**config.mk**
```make
export PLATFORM = sky130hd
export DESIGN_NAME = apb_rr_master_flat
export DESIGN_NICKNAME = d
export VERILOG_FILES = /design/src/rtl/apb_rr_master_if.sv /design/src/rtl/apb_rr_master.sv /design/src/flat_wrapper.sv
export SDC_FILE = /design/constraint.sdc
export NUM_CORES = 1
export LEC_CHECK = 0
export CAP_MARGIN = 20
export CORE_AREA = 8 8 119 121
export CTS_CLUSTER_SIZE = 40
export DETAILED_ROUTE_END_ITERATION = 7
export DIE_AREA = 0 0 127 129
export PLACE_DENSITY = 0.8
export SYNTH_ARGS = -nofsm -noshare
export SYNTH_HDL_FRONTEND = slang
export SYNTH_SLANG_ARGS = --single-unit
```
**constraint.sdc**
```tcl
create_clock -name pclk -period 2.05 [get_ports pclk]
set_input_delay 0.41 -clock pclk [delete_from_list [all_inputs] [get_ports pclk]]
set_output_delay 0.41 -clock pclk [all_outputs]
set_load 0.02 [all_outputs]
```
**src/rtl/apb_rr_master_if.sv**
```systemverilog
`default_nettype none
// ============================================================================
//  Module   : apb_rr_master_if
//  Purpose  : Bundles the two requester command/response channels and the
//             APB3 bus of the round-robin APB master.
//  Revision : 1.0  initial release
// ============================================================================
interface apb_rr_master_if #(
    parameter int ADDR_W = 8,
    parameter int DATA_W = 32
) ();
    // Requester 0
    logic              req0_valid;
    logic              req0_write;
    logic [ADDR_W-1:0] req0_addr;
    logic [DATA_W-1:0] req0_wdata;
    logic              req0_ready;
    logic              rsp0_valid;
    logic [DATA_W-1:0] rsp0_rdata;
    logic              rsp0_err;
    // Requester 1
    logic              req1_valid;
    logic              req1_write;
    logic [ADDR_W-1:0] req1_addr;
    logic [DATA_W-1:0] req1_wdata;
    logic              req1_ready;
    logic              rsp1_valid;
    logic [DATA_W-1:0] rsp1_rdata;
    logic              rsp1_err;
    // APB3
    logic [ADDR_W-1:0] paddr;
    logic              psel;
    logic              penable;
    logic              pwrite;
    logic [DATA_W-1:0] pwdata;
    logic              pready;
    logic [DATA_W-1:0] prdata;

    // Arbitrating APB master side
    modport master (
        input  req0_valid, req0_write, req0_addr, req0_wdata,
        output req0_ready, rsp0_valid, rsp0_rdata, rsp0_err,
        input  req1_valid, req1_write, req1_addr, req1_wdata,
        output req1_ready, rsp1_valid, rsp1_rdata, rsp1_err,
        output paddr, psel, penable, pwrite, pwdata,
        input  pready, prdata
    );

    // APB slave side
    modport slave (
        input  paddr, psel, penable, pwrite, pwdata,
        output pready, prdata
    );
endinterface
`default_nettype wire

```
**src/rtl/apb_rr_master.sv**
```systemverilog
`default_nettype none
// ============================================================================
//  Module   : apb_rr_master
//  Purpose  : Two-port APB3 master; round-robin arbitration between two
//             valid/ready requesters, wait-state handling and timeout abort.
//  Revision : 1.0  initial release
// ============================================================================
module apb_rr_master #(
    parameter int ADDR_W  = 8,
    parameter int DATA_W  = 32,
    parameter int TIMEOUT = 16
) (
    input  logic            pclk,
    input  logic            presetn,
    apb_rr_master_if.master bus
);
    localparam int C_CNT_W = $clog2(TIMEOUT);
    localparam logic [C_CNT_W-1:0] C_CNT_LAST = C_CNT_W'(TIMEOUT - 1);

    typedef enum logic [1:0] {
        ST_IDLE   = 2'd0,
        ST_SETUP  = 2'd1,
        ST_ACCESS = 2'd2
    } state_t;

    state_t             state_q, state_d;
    logic               psel_q, psel_d;
    logic               penable_q, penable_d;
    logic               pwrite_q, pwrite_d;
    logic [ADDR_W-1:0]  paddr_q, paddr_d;
    logic [DATA_W-1:0]  pwdata_q, pwdata_d;
    logic               owner_q, owner_d;          // requester of the in-flight txn
    logic               last_grant_q, last_grant_d;
    logic [C_CNT_W-1:0] cnt_q, cnt_d;
    logic               rsp0_valid_q, rsp0_valid_d;
    logic               rsp0_err_q, rsp0_err_d;
    logic [DATA_W-1:0]  rsp0_rdata_q, rsp0_rdata_d;
    logic               rsp1_valid_q, rsp1_valid_d;
    logic               rsp1_err_q, rsp1_err_d;
    logic [DATA_W-1:0]  rsp1_rdata_q, rsp1_rdata_d;

    logic               w_grant0, w_grant1;
    logic               w_finish, w_err;
    logic [DATA_W-1:0]  w_rdata;

    // Round-robin grant: a lone requester wins, a tie goes to the one not served last
    always_comb begin
        w_grant0 = bus.req0_valid & (~bus.req1_valid | last_grant_q);
        w_grant1 = bus.req1_valid & (~bus.req0_valid | ~last_grant_q);
    end

    assign bus.req0_ready = presetn & (state_q == ST_IDLE) & w_grant0;
    assign bus.req1_ready = presetn & (state_q == ST_IDLE) & w_grant1;

    // Next-state logic for the transfer sequencer and response registers
    always_comb begin
        state_d      = state_q;
        psel_d       = psel_q;
        penable_d    = penable_q;
        pwrite_d     = pwrite_q;
        paddr_d      = paddr_q;
        pwdata_d     = pwdata_q;
        owner_d      = owner_q;
        last_grant_d = last_grant_q;
        cnt_d        = cnt_q;
        rsp0_valid_d = 1'b0;
        rsp0_err_d   = rsp0_err_q;
        rsp0_rdata_d = rsp0_rdata_q;
        rsp1_valid_d = 1'b0;
        rsp1_err_d   = rsp1_err_q;
        rsp1_rdata_d = rsp1_rdata_q;
        w_finish     = 1'b0;
        w_err        = 1'b0;
        w_rdata      = '0;

        case (state_q)
            ST_IDLE: begin
                if (w_grant0 | w_grant1) begin
                    pwrite_d     = w_grant1 ? bus.req1_write : bus.req0_write;
                    paddr_d      = w_grant1 ? bus.req1_addr  : bus.req0_addr;
                    pwdata_d     = w_grant1 ? bus.req1_wdata : bus.req0_wdata;
                    owner_d      = w_grant1;
                    last_grant_d = w_grant1;
                    psel_d       = 1'b1;
                    penable_d    = 1'b0;
                    state_d      = ST_SETUP;
                end
            end
            ST_SETUP: begin
                penable_d = 1'b1;
                state_d   = ST_ACCESS;
            end
            ST_ACCESS: begin
                if (bus.pready) begin
                    w_finish = 1'b1;
                end else if (cnt_q == C_CNT_LAST) begin
                    w_finish = 1'b1;
                    w_err    = 1'b1;
                end else begin
                    cnt_d = cnt_q + C_CNT_W'(1);
                end
            end
            default: begin
                state_d   = ST_IDLE;
                psel_d    = 1'b0;
                penable_d = 1'b0;
                cnt_d     = '0;
            end
        endcase

        // Completion or abort: release the bus and pulse the owner's response
        if (w_finish) begin
            state_d   = ST_IDLE;
            psel_d    = 1'b0;
            penable_d = 1'b0;
            cnt_d     = '0;
            w_rdata   = (w_err | pwrite_q) ? '0 : bus.prdata;
            if (owner_q) begin
                rsp1_valid_d = 1'b1;
                rsp1_rdata_d = w_rdata;
                rsp1_err_d   = w_err;
            end else begin
                rsp0_valid_d = 1'b1;
                rsp0_rdata_d = w_rdata;
                rsp0_err_d   = w_err;
            end
        end
    end

    // State and output registers; reset abandons any transfer in progress
    always_ff @(posedge pclk) begin
        if (!presetn) begin
            state_q      <= ST_IDLE;
            psel_q       <= 1'b0;
            penable_q    <= 1'b0;
            pwrite_q     <= 1'b0;
            paddr_q      <= '0;
            pwdata_q     <= '0;
            owner_q      <= 1'b0;
            last_grant_q <= 1'b1;
            cnt_q        <= '0;
            rsp0_valid_q <= 1'b0;
            rsp0_err_q   <= 1'b0;
            rsp0_rdata_q <= '0;
            rsp1_valid_q <= 1'b0;
            rsp1_err_q   <= 1'b0;
            rsp1_rdata_q <= '0;
        end else begin
            state_q      <= state_d;
            psel_q       <= psel_d;
            penable_q    <= penable_d;
            pwrite_q     <= pwrite_d;
            paddr_q      <= paddr_d;
            pwdata_q     <= pwdata_d;
            owner_q      <= owner_d;
            last_grant_q <= last_grant_d;
            cnt_q        <= cnt_d;
            rsp0_valid_q <= rsp0_valid_d;
            rsp0_err_q   <= rsp0_err_d;
            rsp0_rdata_q <= rsp0_rdata_d;
            rsp1_valid_q <= rsp1_valid_d;
            rsp1_err_q   <= rsp1_err_d;
            rsp1_rdata_q <= rsp1_rdata_d;
        end
    end

    assign bus.psel       = psel_q;
    assign bus.penable    = penable_q;
    assign bus.pwrite     = pwrite_q;
    assign bus.paddr      = paddr_q;
    assign bus.pwdata     = pwdata_q;
    assign bus.rsp0_valid = rsp0_valid_q;
    assign bus.rsp0_rdata = rsp0_rdata_q;
    assign bus.rsp0_err   = rsp0_err_q;
    assign bus.rsp1_valid = rsp1_valid_q;
    assign bus.rsp1_rdata = rsp1_rdata_q;
    assign bus.rsp1_err   = rsp1_err_q;
endmodule
`default_nettype wire

```
**src/flat_wrapper.sv**
```systemverilog
// flat-port wrapper written by rule: the top's interface ports become plain ports
module apb_rr_master_flat 
#(
    parameter int ADDR_W  = 8,
    parameter int DATA_W  = 32,
    parameter int TIMEOUT = 16
)
  (pclk, presetn, bus_req0_valid, bus_req0_write, bus_req0_addr, bus_req0_wdata, bus_req0_ready, bus_rsp0_valid, bus_rsp0_rdata, bus_rsp0_err, bus_req1_valid, bus_req1_write, bus_req1_addr, bus_req1_wdata, bus_req1_ready, bus_rsp1_valid, bus_rsp1_rdata, bus_rsp1_err, bus_paddr, bus_psel, bus_penable, bus_pwrite, bus_pwdata, bus_pready, bus_prdata);
  apb_rr_master_if #(.ADDR_W(ADDR_W), .DATA_W(DATA_W)) bus_i ();
  input  logic pclk;
  input  logic presetn;
  input wire logic [$bits(bus_i.req0_valid)-1:0] bus_req0_valid;
  input wire logic [$bits(bus_i.req0_write)-1:0] bus_req0_write;
  input wire logic [$bits(bus_i.req0_addr)-1:0] bus_req0_addr;
  input wire logic [$bits(bus_i.req0_wdata)-1:0] bus_req0_wdata;
  output wire logic [$bits(bus_i.req0_ready)-1:0] bus_req0_ready;
  output wire logic [$bits(bus_i.rsp0_valid)-1:0] bus_rsp0_valid;
  output wire logic [$bits(bus_i.rsp0_rdata)-1:0] bus_rsp0_rdata;
  output wire logic [$bits(bus_i.rsp0_err)-1:0] bus_rsp0_err;
  input wire logic [$bits(bus_i.req1_valid)-1:0] bus_req1_valid;
  input wire logic [$bits(bus_i.req1_write)-1:0] bus_req1_write;
  input wire logic [$bits(bus_i.req1_addr)-1:0] bus_req1_addr;
  input wire logic [$bits(bus_i.req1_wdata)-1:0] bus_req1_wdata;
  output wire logic [$bits(bus_i.req1_ready)-1:0] bus_req1_ready;
  output wire logic [$bits(bus_i.rsp1_valid)-1:0] bus_rsp1_valid;
  output wire logic [$bits(bus_i.rsp1_rdata)-1:0] bus_rsp1_rdata;
  output wire logic [$bits(bus_i.rsp1_err)-1:0] bus_rsp1_err;
  output wire logic [$bits(bus_i.paddr)-1:0] bus_paddr;
  output wire logic [$bits(bus_i.psel)-1:0] bus_psel;
  output wire logic [$bits(bus_i.penable)-1:0] bus_penable;
  output wire logic [$bits(bus_i.pwrite)-1:0] bus_pwrite;
  output wire logic [$bits(bus_i.pwdata)-1:0] bus_pwdata;
  input wire logic [$bits(bus_i.pready)-1:0] bus_pready;
  input wire logic [$bits(bus_i.prdata)-1:0] bus_prdata;
  assign bus_i.req0_valid = bus_req0_valid;
  assign bus_i.req0_write = bus_req0_write;
  assign bus_i.req0_addr = bus_req0_addr;
  assign bus_i.req0_wdata = bus_req0_wdata;
  assign bus_req0_ready = bus_i.req0_ready;
  assign bus_rsp0_valid = bus_i.rsp0_valid;
  assign bus_rsp0_rdata = bus_i.rsp0_rdata;
  assign bus_rsp0_err = bus_i.rsp0_err;
  assign bus_i.req1_valid = bus_req1_valid;
  assign bus_i.req1_write = bus_req1_write;
  assign bus_i.req1_addr = bus_req1_addr;
  assign bus_i.req1_wdata = bus_req1_wdata;
  assign bus_req1_ready = bus_i.req1_ready;
  assign bus_rsp1_valid = bus_i.rsp1_valid;
  assign bus_rsp1_rdata = bus_i.rsp1_rdata;
  assign bus_rsp1_err = bus_i.rsp1_err;
  assign bus_paddr = bus_i.paddr;
  assign bus_psel = bus_i.psel;
  assign bus_penable = bus_i.penable;
  assign bus_pwrite = bus_i.pwrite;
  assign bus_pwdata = bus_i.pwdata;
  assign bus_i.pready = bus_pready;
  assign bus_i.prdata = bus_prdata;
  apb_rr_master #(.ADDR_W(ADDR_W), .DATA_W(DATA_W), .TIMEOUT(TIMEOUT)) u_core (.pclk(pclk), .presetn(presetn), .bus(bus_i));
endmodule
```
# Yosys cells after proc, flatten, opt, wreduce, memory -nomap -nowiden
# Cells that the tools add are included.
# totals
output_inout_bits	113
n_memories	0
rom_bits	0
word_cells	70
latchBits	0
register_bits	119
ram_bits	0
# classes
multipliers	0
n_mux	20
shifts	0
magnitude_cmp	0
n_bitwise	17
n_div	0
reduce_logical	11
add_sub_neg	1
eq_ne	6
# ops
op	count
32-bit 2-to-1 mux	2
2-bit AND reduction	6
1-bit 2-to-1 mux	10
4-bit 2-to-1 mux	2
8-bit 2-to-1 mux	1
1-bit NOT	8
4-bit one-hot mux with 2 select lines	1
2-bit inequality test (second input constant)	3
2-bit one-hot mux with 3 select lines	1
2-bit OR reduction	3
1-bit bitwise AND	5
4-bit by 1-bit adder with 4-bit output (second input constant)	1
4-bit equality test (second input constant)	1
1-bit OR	4
1-bit one-hot mux with 3 select lines	1
3-bit AND reduction	1
2-bit by 1-bit equality test with 1-bit output (second input constant)	1
2-bit equality test (second input constant)	1
2-bit logical NOT	1
2-bit 2-to-1 mux	1
1-bit one-hot mux with 2 select lines	1

# Depth between registers and ports, before layout
# logic_depth
depth_word	6
depth_mapped	8
mapped_depth_nobuf	5

# Worst setup path before layout
# No wires, ideal clock.
# synth_timing
kind	in2out
startpoint	input presetn
endpoint	output bus_req0_ready
stages	4
arrival_ns	1.286
path_slack_ns	0.354
required_ns	1.640
path_cell_list	buf_2 buf_1 nand3_1 a21oi_1
# synth_between
elab_chain_cells	2
# synth_rtl
element	line_no	source
from (decl)	flat_wrapper.sv:11	input logic presetn;
1-bit bitwise AND (2 in series)	apb_rr_master.sv:52	assign bus.req0_ready = presetn & (state_q == ST_IDLE) & w_grant0;
to (decl)	flat_wrapper.sv:16	output wire logic [$bits(bus_i.req0_ready)-1:0] bus_req0_ready;
# Every way passes these cells.

# Worst setup path after layout
# layout_timing
startpoint	input bus_req0_valid
endpoint	output bus_req1_ready
# layout_between
elab_chain_cells	4
# layout_rtl
element	line_no	source
from (decl)	flat_wrapper.sv:12	input wire logic [$bits(bus_i.req0_valid)-1:0] bus_req0_valid;
1-bit NOT	apb_rr_master.sv:49	w_grant1 = bus.req1_valid & (~bus.req0_valid | ~last_grant_q);
1-bit OR	apb_rr_master.sv:49	
1-bit bitwise AND	apb_rr_master.sv:49	
1-bit bitwise AND	apb_rr_master.sv:53	assign bus.req1_ready = presetn & (state_q == ST_IDLE) & w_grant1;
to (decl)	flat_wrapper.sv:24	output wire logic [$bits(bus_i.req1_ready)-1:0] bus_req1_ready;
# Every way passes these cells.

==> qor.csv <==
stage;metric;value;unit
status;outcome;finished clean;
worst_setup_path;crit path max fanout;3;
sta;Post-Route Setup TNS;0;ns
clocking;TritonCTS clock tree;done;
worst_setup_path;Startpoint Class;primary input;
die;die height;129;µm
clocking;H-tree depth;4;
place;count of input and output buffers;231;
cells_and_area;fin util;65.5;%
synth;Synth Net Count;642;
cells_and_area;Diodes inserted;0;
sta;Slew Viols, Final;0;
place;gpl congestion;0.762;
flow_run;Max-Cap Viols;0;
worst_setup_path;Crit Path Category;primary input to primary output;
sta;RSZ-0062 raised after global routing;false;
synth;Post-Syn Area per Cell;9.77;µm²
clocking;post-CTS setup buffer count;0;
routing;routed len/inst;19.1;µm
hold_path;hold path start;presetn;
grt;largest net degree at the start of global routing;139;
clocking;Post-CTS Resized;4;
power_and_ir_drop;maximum vdd ir drop;0.487;mV
grt;GRT Overall Usage;20.4;%
synth;top cell type's share of synthesized area;47.1;%
clocking;Hold-fix buffers, CTS;0;
sta;fin crit period;1.98;ns
synth;Syn Std Cell Area;5060;µm²
cells_and_area;nets;860;
die;Die ar.;16400;µm²
routing;WL final;17100;µm
power_and_ir_drop;pwr/cell area;865;nW/µm²
grt;vias in the first global route;4871;
synth;Synth warnings;0;
cells_and_area;most common cell after layout, fill and taps aside;clkdlybuf4s50_1;
sta;Slew HR;53.0;%
grt;gr ovfl total;0;
routing;Vias/cell;5.31;
cells_and_area;area delta synth->final;59.4;%
synth;sequential share of the synthesized area;47.1;%
worst_setup_path;Arr. time, crit path;1.57;ns
synth;ranking of synthesized cells by area;dfxtp_1 (47%), mux2i_1 (21%), o2111ai_1 (5.5%);
clocking;largest buffer count on any clock path;2;
synth;Distinct cells, synth;34;
sta;hold slack;0.339;ns
hold_path;Hold Path Sink;u_core.bus.pwdata[12];
worst_setup_path;flop-to-flop setup slack;0.27;ns
die;Initial Utilization;41.1;%
worst_setup_path;Required @ worst endpoint;1.64;ns
synth;Post-Syn Instances;518;
worst_setup_path;CP Capture Type;primary output;
routing;1st-pass router iterations;5;
die;num rows;41;
routing;Initial DRC Count;213;
clocking;CTS sink count;119;
sta;Worst Tran Pin Value;0.705;ns
clocking;Root Driver;clkbuf_16;
routing;DRC;0;
place;DP HPWL;12700;µm
cells_and_area;Fill cells;961;
die;core area;12300;µm²
worst_setup_path;reg2reg path depth;5;
grt;first-pass GRT wire length;26200;µm
cells_and_area;share of layout cells above drive strength 1;7.35;%
die;Die Wd;127;µm
power_and_ir_drop;Pleak;2.85;nW
clocking;CTS clk-pin slew, worst paths;0.05;ns
sta;final setup violation count;0;
hold_path;hold crit path type;primary input to register;
cells_and_area;most frequent cells in the layout;clkdlybuf4s50_1 (228), dfxtp_1 (118), mux2i_1 (105);
cells_and_area;final cell count without fillers;898;
die;I/O Pins;232;
worst_setup_path;r2r startpoint;u_core.cnt_q[0];
worst_setup_path;Critical R2R Capture;u_core.bus.rsp0_rdata[9];
hold_path;Hold Path Stages;3;
synth;largest area contributor in the netlist;dfxtp_1;
place;Placed Cells;867;
sta;Setup Skew;0.00755;ns
sta;Final period util;96.7;%
grt;initial antenna violation count;0;
routing;via count;4768;
clocking;TritonCTS Buffers;17;
synth;Synth Register Bits;119;
sta;Achievable Freq;504;MHz
clocking;clk_lat worst skew;0.41;ns
routing;antenna viol nets, final;0;
sta;final hold violation count;0;
state kept, by name, indices dropped and copies added (netlist names):
name	cells
u_core.owner_q	1
u_core.bus.psel	1
u_core.bus.rsp0_err	1
u_core.bus.rsp1_rdata	32
u_core.cnt_q	4
u_core.bus.rsp1_err	1
u_core.last_grant_q	1
u_core.state_q	2
u_core.bus.pwrite	1
u_core.bus.rsp0_valid	1
u_core.bus.penable	1
u_core.bus.paddr	8
u_core.bus.rsp0_rdata	32
u_core.bus.pwdata	32
u_core.bus.rsp1_valid	1
critical path: stages:
cell and delay (ns):
clkdlybuf4s50_1 0.49, a21boi_4 0.19, and3_2 0.19, clkdlybuf4s15_1 0.30
cell type report:
| type | count | area [µm²] | share of cell area [%] |
|---|---|---|---|
| Tap cell | 150 | 188 | 2.33 |
| Clock inverter | 2 | 35.0 | 0.434 |
| Inverter | 6 | 22.5 | 0.279 |
| Sequential cell | 119 | 2380 | 29.5 |
| Clock buffer | 29 | 531 | 6.57 |
| Timing Repair Buffer | 247 | 2490 | 30.8 |
| Multi-Input combinational cell | 345 | 2420 | 30.0 |
cell families (layout without fill, tap and decap cells):
| family | Yosys count | after routing | synth area share (%) |
|---|---|---|---|
| AO/OA/AOI/OAI | 137 | 137 | 16.7 |
| adder cells (fa/ha/maj) | 5 | 5 | 1.24 |
| buffers and inverters | 54 | 284 | 5.36 |
| flip-flops | 119 | 119 | 47.1 |
| multiplexers | 105 | 105 | 20.8 |
| AND/OR/NAND/NOR | 98 | 98 | 8.85 |
worst max path at each step:
stage	from	endpoint	slack, ns	depth (start not counted)
final	bus_req0_valid	bus_req1_ready	0.07	4
after global routing	bus_req0_valid	bus_req1_ready	0.008	4
after CTS	u_core.state_q[0]	bus_req1_ready	0.007	4
after detailed placement	bus_req0_valid	bus_req1_ready	-0.22	4
after global placement	bus_req0_valid	bus_req1_ready	-0.21	4
after floorplan	presetn	bus_req0_ready	0.35	4
per-stage QoR:
stage	cell area [µm²]	setup WS [ns]	power [mW]
finish	8070	0.0674	6.98
global placement	7510	-0.205	4.17
detailed placement	7510	-0.222	4.21
CTS	8070	0.00729	7.04
floorplan	5060	0.354	3.43
global route	8070	0.00764	7.28
Yosys cell counts:
cell type and number:
a21boi_1 4, a21oi_1 48, a31oi_2 1, a31oi_4 1, and2_1 2, and3_2 1, buf_1 1, buf_2 7
buf_4 7, buf_6 4, clkbuf_1 28, clkbuf_4 1, dfxtp_1 119, ha_1 5, inv_1 6, mux2i_1 105
nand2_1 70, nand2b_1 3, nand3_1 7, nand4b_1 1, nor2_1 3, nor2_4 2, nor2b_1 1, nor3b_1 2
o2111ai_1 32, o211ai_1 1, o21a_1 1, o21ai_0 37, o21ai_1 11, o21bai_1 1, or2_4 1, or3_1 3
or3b_2 1, or4_4 1
power breakdown:
part	leakage [nW]	internal, mW	switching, mW
Sequential	0.971	2.50	0.103
Clock	0.278	1.85	0.958
Combinational	1.60	0.757	0.805
routing by layer:
layer | share of wire, % | up-vias | global-route usage (%) | routed length (µm)
li1 | - | 2304 | - | -
met1 | 37 | 2236 | 21.1 | 6410
met2 | 49 | 213 | 33.8 | 8390
met3 | 13 | 15 | 12.3 | 2190
met4 | 0.88 | 0 | 6.86 | 150
met5 | 0 | - | 0 | 0
Power figures use the tool's default switching activity.
